==> src/rtl/branch_resolve_unit.sv <==
// rtl/branch_resolve_unit.sv - registered RV32I branch resolve stage with handshake, flush and statistics
module branch_resolve_unit #(
    parameter int unsigned XLEN       = 32,
    parameter int unsigned CNT_W      = 16,
    parameter int unsigned INSN_BYTES = 4
) (
    input  logic             clk,
    input  logic             rst_n,
    input  logic             in_valid,
    output logic             in_ready,
    input  logic [2:0]       funct3,
    input  logic [XLEN-1:0]  dataR1,
    input  logic [XLEN-1:0]  dataR2,
    input  logic [XLEN-1:0]  pc,
    input  logic [XLEN-1:0]  imm,
    input  logic             pred_taken,
    input  logic             flush,
    input  logic             clr_cnt,
    output logic             out_valid,
    input  logic             out_ready,
    output logic             br_eq,
    output logic             br_lt,
    output logic             taken,
    output logic             illegal,
    output logic             mispredict,
    output logic [XLEN-1:0]  target,
    output logic [XLEN-1:0]  redirect_pc,
    output logic [CNT_W-1:0] cnt_branch,
    output logic [CNT_W-1:0] cnt_mispredict
);

    localparam logic [2:0] F3_BEQ  = 3'b000;
    localparam logic [2:0] F3_BNE  = 3'b001;
    localparam logic [2:0] F3_BLT  = 3'b100;
    localparam logic [2:0] F3_BGE  = 3'b101;
    localparam logic [2:0] F3_BLTU = 3'b110;
    localparam logic [2:0] F3_BGEU = 3'b111;

    logic             w_eq;
    logic             w_lt_s;
    logic             w_lt_u;
    logic             w_lt;
    logic             w_taken;
    logic             w_illegal;
    logic             w_mispredict;
    logic [XLEN-1:0]  w_target;
    logic [XLEN-1:0]  w_fall;
    logic [XLEN-1:0]  w_redirect;
    logic             w_accept;
    logic             w_complete;

    logic             r_valid;
    logic             r_eq;
    logic             r_lt;
    logic             r_taken;
    logic             r_illegal;
    logic             r_mispredict;
    logic [XLEN-1:0]  r_target;
    logic [XLEN-1:0]  r_redirect;
    logic [CNT_W-1:0] r_cnt_branch;
    logic [CNT_W-1:0] r_cnt_mispredict;

    // Compare operands; signed order only for BLT/BGE, unsigned otherwise
    always_comb begin
        w_eq   = (dataR1 == dataR2);
        w_lt_s = ($signed(dataR1) < $signed(dataR2));
        w_lt_u = (dataR1 < dataR2);
        w_lt   = (funct3[2:1] == 2'b10) ? w_lt_s : w_lt_u;
    end

    // Decode branch type into a direction; reserved encodings resolve not-taken
    always_comb begin
        w_taken   = 1'b0;
        w_illegal = 1'b0;
        case (funct3)
            F3_BEQ:          w_taken = w_eq;
            F3_BNE:          w_taken = ~w_eq;
            F3_BLT, F3_BLTU: w_taken = w_lt;
            F3_BGE, F3_BGEU: w_taken = ~w_lt;
            default:         w_illegal = 1'b1;
        endcase
    end

    // Address arithmetic wraps at XLEN bits; carries are simply dropped
    always_comb begin
        w_target     = pc + imm;
        w_fall       = pc + XLEN'(INSN_BYTES);
        w_redirect   = w_taken ? w_target : w_fall;
        w_mispredict = w_taken ^ pred_taken;
    end

    assign in_ready   = ~r_valid | out_ready;
    assign w_accept   = in_valid & in_ready & ~flush;
    assign w_complete = r_valid & out_ready & ~flush;

    // Output valid: flush kills, accept fills, downstream acceptance drains
    always_ff @(posedge clk or negedge rst_n) begin
        if (!rst_n) begin
            r_valid <= 1'b0;
        end else if (flush) begin
            r_valid <= 1'b0;
        end else if (w_accept) begin
            r_valid <= 1'b1;
        end else if (out_ready) begin
            r_valid <= 1'b0;
        end
    end

    // Result payload only changes on accept, so it stays stable while stalled
    always_ff @(posedge clk or negedge rst_n) begin
        if (!rst_n) begin
            r_eq         <= 1'b0;
            r_lt         <= 1'b0;
            r_taken      <= 1'b0;
            r_illegal    <= 1'b0;
            r_mispredict <= 1'b0;
            r_target     <= '0;
            r_redirect   <= '0;
        end else if (w_accept) begin
            r_eq         <= w_eq;
            r_lt         <= w_lt;
            r_taken      <= w_taken;
            r_illegal    <= w_illegal;
            r_mispredict <= w_mispredict;
            r_target     <= w_target;
            r_redirect   <= w_redirect;
        end
    end

    // Saturating statistics; clear wins over a same-edge completion
    always_ff @(posedge clk or negedge rst_n) begin
        if (!rst_n) begin
            r_cnt_branch     <= '0;
            r_cnt_mispredict <= '0;
        end else if (clr_cnt) begin
            r_cnt_branch     <= '0;
            r_cnt_mispredict <= '0;
        end else if (w_complete) begin
            if (r_cnt_branch != {CNT_W{1'b1}}) begin
                r_cnt_branch <= r_cnt_branch + CNT_W'(1);
            end
            if (r_mispredict && (r_cnt_mispredict != {CNT_W{1'b1}})) begin
                r_cnt_mispredict <= r_cnt_mispredict + CNT_W'(1);
            end
        end
    end

    assign out_valid      = r_valid;
    assign br_eq          = r_eq;
    assign br_lt          = r_lt;
    assign taken          = r_taken;
    assign illegal        = r_illegal;
    assign mispredict     = r_mispredict;
    assign target         = r_target;
    assign redirect_pc    = r_redirect;
    assign cnt_branch     = r_cnt_branch;
    assign cnt_mispredict = r_cnt_mispredict;

endmodule

==> config.mk <==
export PLATFORM = sky130hd
export DESIGN_NAME = branch_resolve_unit
export DESIGN_NICKNAME = d
export VERILOG_FILES = /design/src/rtl/branch_resolve_unit.sv
export SDC_FILE = /design/constraint.sdc
export NUM_CORES = 1
export LEC_CHECK = 0
export BUFFER_PORTS_ARGS = -buffer_cell sky130_fd_sc_hd__buf_2
export CAP_MARGIN = 20
export CORE_MARGIN = 4
export CORE_UTILIZATION = 45
export CTS_BUF_LIST = sky130_fd_sc_hd__clkbuf_16
export CTS_CLUSTER_SIZE = 25
export DETAILED_ROUTE_END_ITERATION = 10
export GPL_TIMING_DRIVEN = 0
export HOLD_SLACK_MARGIN = 0.15
export PLACE_DENSITY = 0.73
export SYNTH_ARGS = -nofsm -noshare
export SYNTH_HDL_FRONTEND = slang
export SYNTH_SLANG_ARGS = --single-unit
==> constraint.sdc <==
create_clock -name clk -period 5 [get_ports clk]
set_input_delay 1 -clock clk [delete_from_list [all_inputs] [get_ports clk]]
set_output_delay 1 -clock clk [all_outputs]
set_load 0.01 [all_outputs]
==> reports/qor.yml <==
wl_per_cell_um: 17.4
design_area_um2: 9330
dieArea_um2: 18800
layout.nets: 1326
clk-insertion-delay-late_ns: 0.35
fin_ws_ns: 1.17
wl_met3_um: 1730
comb_power_share_pct: 32.6
timing.final.hold_violations: 0
start_util_pct: 46.6
drive_gt1_share_pct: 24.6
finalPower_mw: 2.63
synthTopCellsByArea: "dfrtp_1, ha_1, xor2_1"
min_path_type: "register to register"
cp_max_fo: 5
fmax_mhz: 261
synth.distinct_cells: 63
rsz0062_at_grt: "no"
path_clk_slew_ns: 0.07
cpPeakStageDelay_ns: 0.84
cpMaxStageDelayCell: "a2111oi_1"
p_per_area_nw_per_um2: 282
holdPathEnd: "target[9]$_DFFE_PN0P_"
cellLeakagePower_nw: 4.65
critPathBufInv: 2
cts_buffers: 9
syn2layout_area_growth_pct: 24.2
grt_antenna_before_repair: 1
coreArea_um2: 16100
ys_warn_count: 0
grt_max_degree: 59
avgSynthCellArea_um2: 8.64
final_cell_count_no_fill: 1340
die_x_um: 137
ys.flop_type: "dfrtp_1"
hold-worst-slack_ns: 0.472
cts_sinks: 102
r2r_cells: 8
power.switching_mw: 0.886
cts_tree: "built"
worst_pin_slew_ns: 0.925
cap_viol_max_count: 0
first_global_vias: 7201
crit_top_cell: "o21ai_1"
ys_ff_latch: 102
timing.final.max_slew_violations: 0
grt_overflow: 0
top_layer: "met5"
crit_family: "compound AO/OA/AOI/OAI gates"
drt_pass1_iterations: 6
placedCellCount: 1326
worstPathRequired_ns: 5.30
cts_resized: 0
grt_pass1_wl_um: 36500
async_flop_share_pct: 100
r2r_start: "cnt_branch[3]$_DFFE_PN0P_"
synth_edf_count: 0
hold_buffers: 0
worstSetupStartpointType: "primary input"
syn_inst: 869
seq_power_share_pct: 39.0
outcome: "finished clean"
ff2ff_setup_slack_ns: 2.56
rr_endpoint: "cnt_branch[5]$_DFFE_PN0P_"
ir_worst_vdd_v: 0.000201
setup-violations-final: 0
via_per_inst: 5.65
synth_most_common_cell: "dfrtp_1"
p_clk_share_pct: 28.4
internal-power_mw: 1.75
route.vias.total: 7565
register_area_um2: 2550
drc: 0
final.period_utilization_pct: 76.6
root_buffer: "clkbuf_16"
ios: 241
setup_tns_ns: 0
worstSetupPathType: "primary input to register"
netlist.area_leader.share_pct: 34.0
hold_depth: 1
multi_input_area_um2: 4650
netlist_top_cells_count: "dfrtp_1, nand2_1, nor2_1"
fin_util_pct: 57.9
min_from: "target[9]$_DFFE_PN0P_"
track_usage_pct: 24.6
clock-skew-final_ns: 0.00454
drt-initial-drc-count: 372
wl_met2_um: 11000
drt-total-wl_um: 23300
ctsLongestPathBuffers: 2
crit_path_end_kind: "register"
dp_hpwl_um: 18500
postCtsSetupRepairBufs: 0
wl_met1_um: 9980
arrival_ns: 4.13
post_dp_cell_area_um2: 9020
place_congestion: 0.962
io_buffer_count: 239
die_h_um: 137
min_period_ns: 3.83
path_cells: "buf_2 -> ha_1 -> inv_1 -> fa_1 -> nor2b_1 -> o31a_1 -> o21ai_1 -> a2111oi_1 -> o21ai_1 -> o21bai_1 -> xor2_1 -> mux2_2"
antenna_cells: 0
fillerInstances: 1526
htree_levels: 3
relSlewSlack_pct: 38.2
syn-num-nets: 1074
rows: 46
synth-seq-area-share_pct: 34.0
dp_worst_setup_slack_ns: 0.803
mappedNetlistArea_um2: 7510
swShare_pct: 33.6
ant_nets: 0
synth_area_leader_cell: "dfrtp_1"
==> state kept, by name, indices dropped and copies added (netlist names) <==
| signal | cells |
|---|---|
| cnt_mispredict | 16 |
| illegal | 1 |
| br_lt | 1 |
| mispredict | 1 |
| br_eq | 1 |
| taken | 1 |
| cnt_branch | 16 |
| target | 32 |
| out_valid | 1 |
| redirect_pc | 32 |
==> worst register-to-register path: stages, from the launching register on <==
cell	delay (ns)
dfrtp_1	0.45
and4_1	0.26
and4_1	0.22
a41oi_1	0.48
nor2_1	0.12
nor2b_1	0.42
nand3_1	0.15
xor2_1	0.15
nor2_1	0.05
==> logic make-up after synthesis <==
kind of cell,count (synthesis),share of synthesized area [%]
AOI/OAI and AO/OA,199,18.1
xor gates and xnor gates,80,9.33
adders and majority gates,67,11.3
buffers and inverters,79,4.20
DFF,102,34.0
muxes,13,2.08
and+or+nand+nor,329,21.1
==> power by group through the flow <==
stage / logic (mW) / registers [mW] / clock network (mW)
after detailed placement: 0.856 / 1.04 / 0
after global routing: 0.949 / 1.04 / 0.794
after floorplan: 0.431 / 1.09 / 0
final: 0.858 / 1.03 / 0.747
after CTS: 0.860 / 1.03 / 0.769
after global placement: 0.841 / 1.04 / 0
==> cell usage in the layout, fill, tap and decap left out, types with 13 or more instances in the layout <==
master	Yosys	routed
a21o_1	22	22
a21oi_1	39	39
a221o_1	13	13
buf_2	3	241
clkbuf_1	26	26
dfrtp_1	102	102
ha_1	66	66
inv_1	45	46
nand2_1	97	97
nand3_1	36	36
nand4_1	28	28
nor2_1	79	79
nor3_1	27	27
o21ai_0	32	32
o21ai_1	14	14
xnor2_1	34	34
xor2_1	46	46
==> metal layers <==
layer / vias to the layer above / track usage [%]
li1: 3634 / -
met1: 3582 / 33.6
met2: 306 / 40.2
met3: 41 / 4.02
met4: 2 / 7.71
met5: - / 0
==> area by class of cell <==
class	instances	area share, %
timing repair buffer	241	13.3
tap	216	2.90
clock inverter	5	0.832
multi-input combinational	688	49.8
clock buffer	9	2.41
inverter	45	1.81
buffer	34	1.57
sequential	102	27.4
==> worst max path at each step <==
stage,startpoint,endpoint,cells after the start
6_report,pc[0],target[28]$_DFFE_PN0P_,12
5_1_grt,pc[0],target[28]$_DFFE_PN0P_,12
4_1_cts,pc[0],target[28]$_DFFE_PN0P_,12
3_5_place_dp,pc[0],target[28]$_DFFE_PN0P_,12
3_3_place_gp,pc[0],target[28]$_DFFE_PN0P_,12
2_1_floorplan,pc[0],target[28]$_DFFE_PN0P_,11
(Power assumes the default switching activity.)
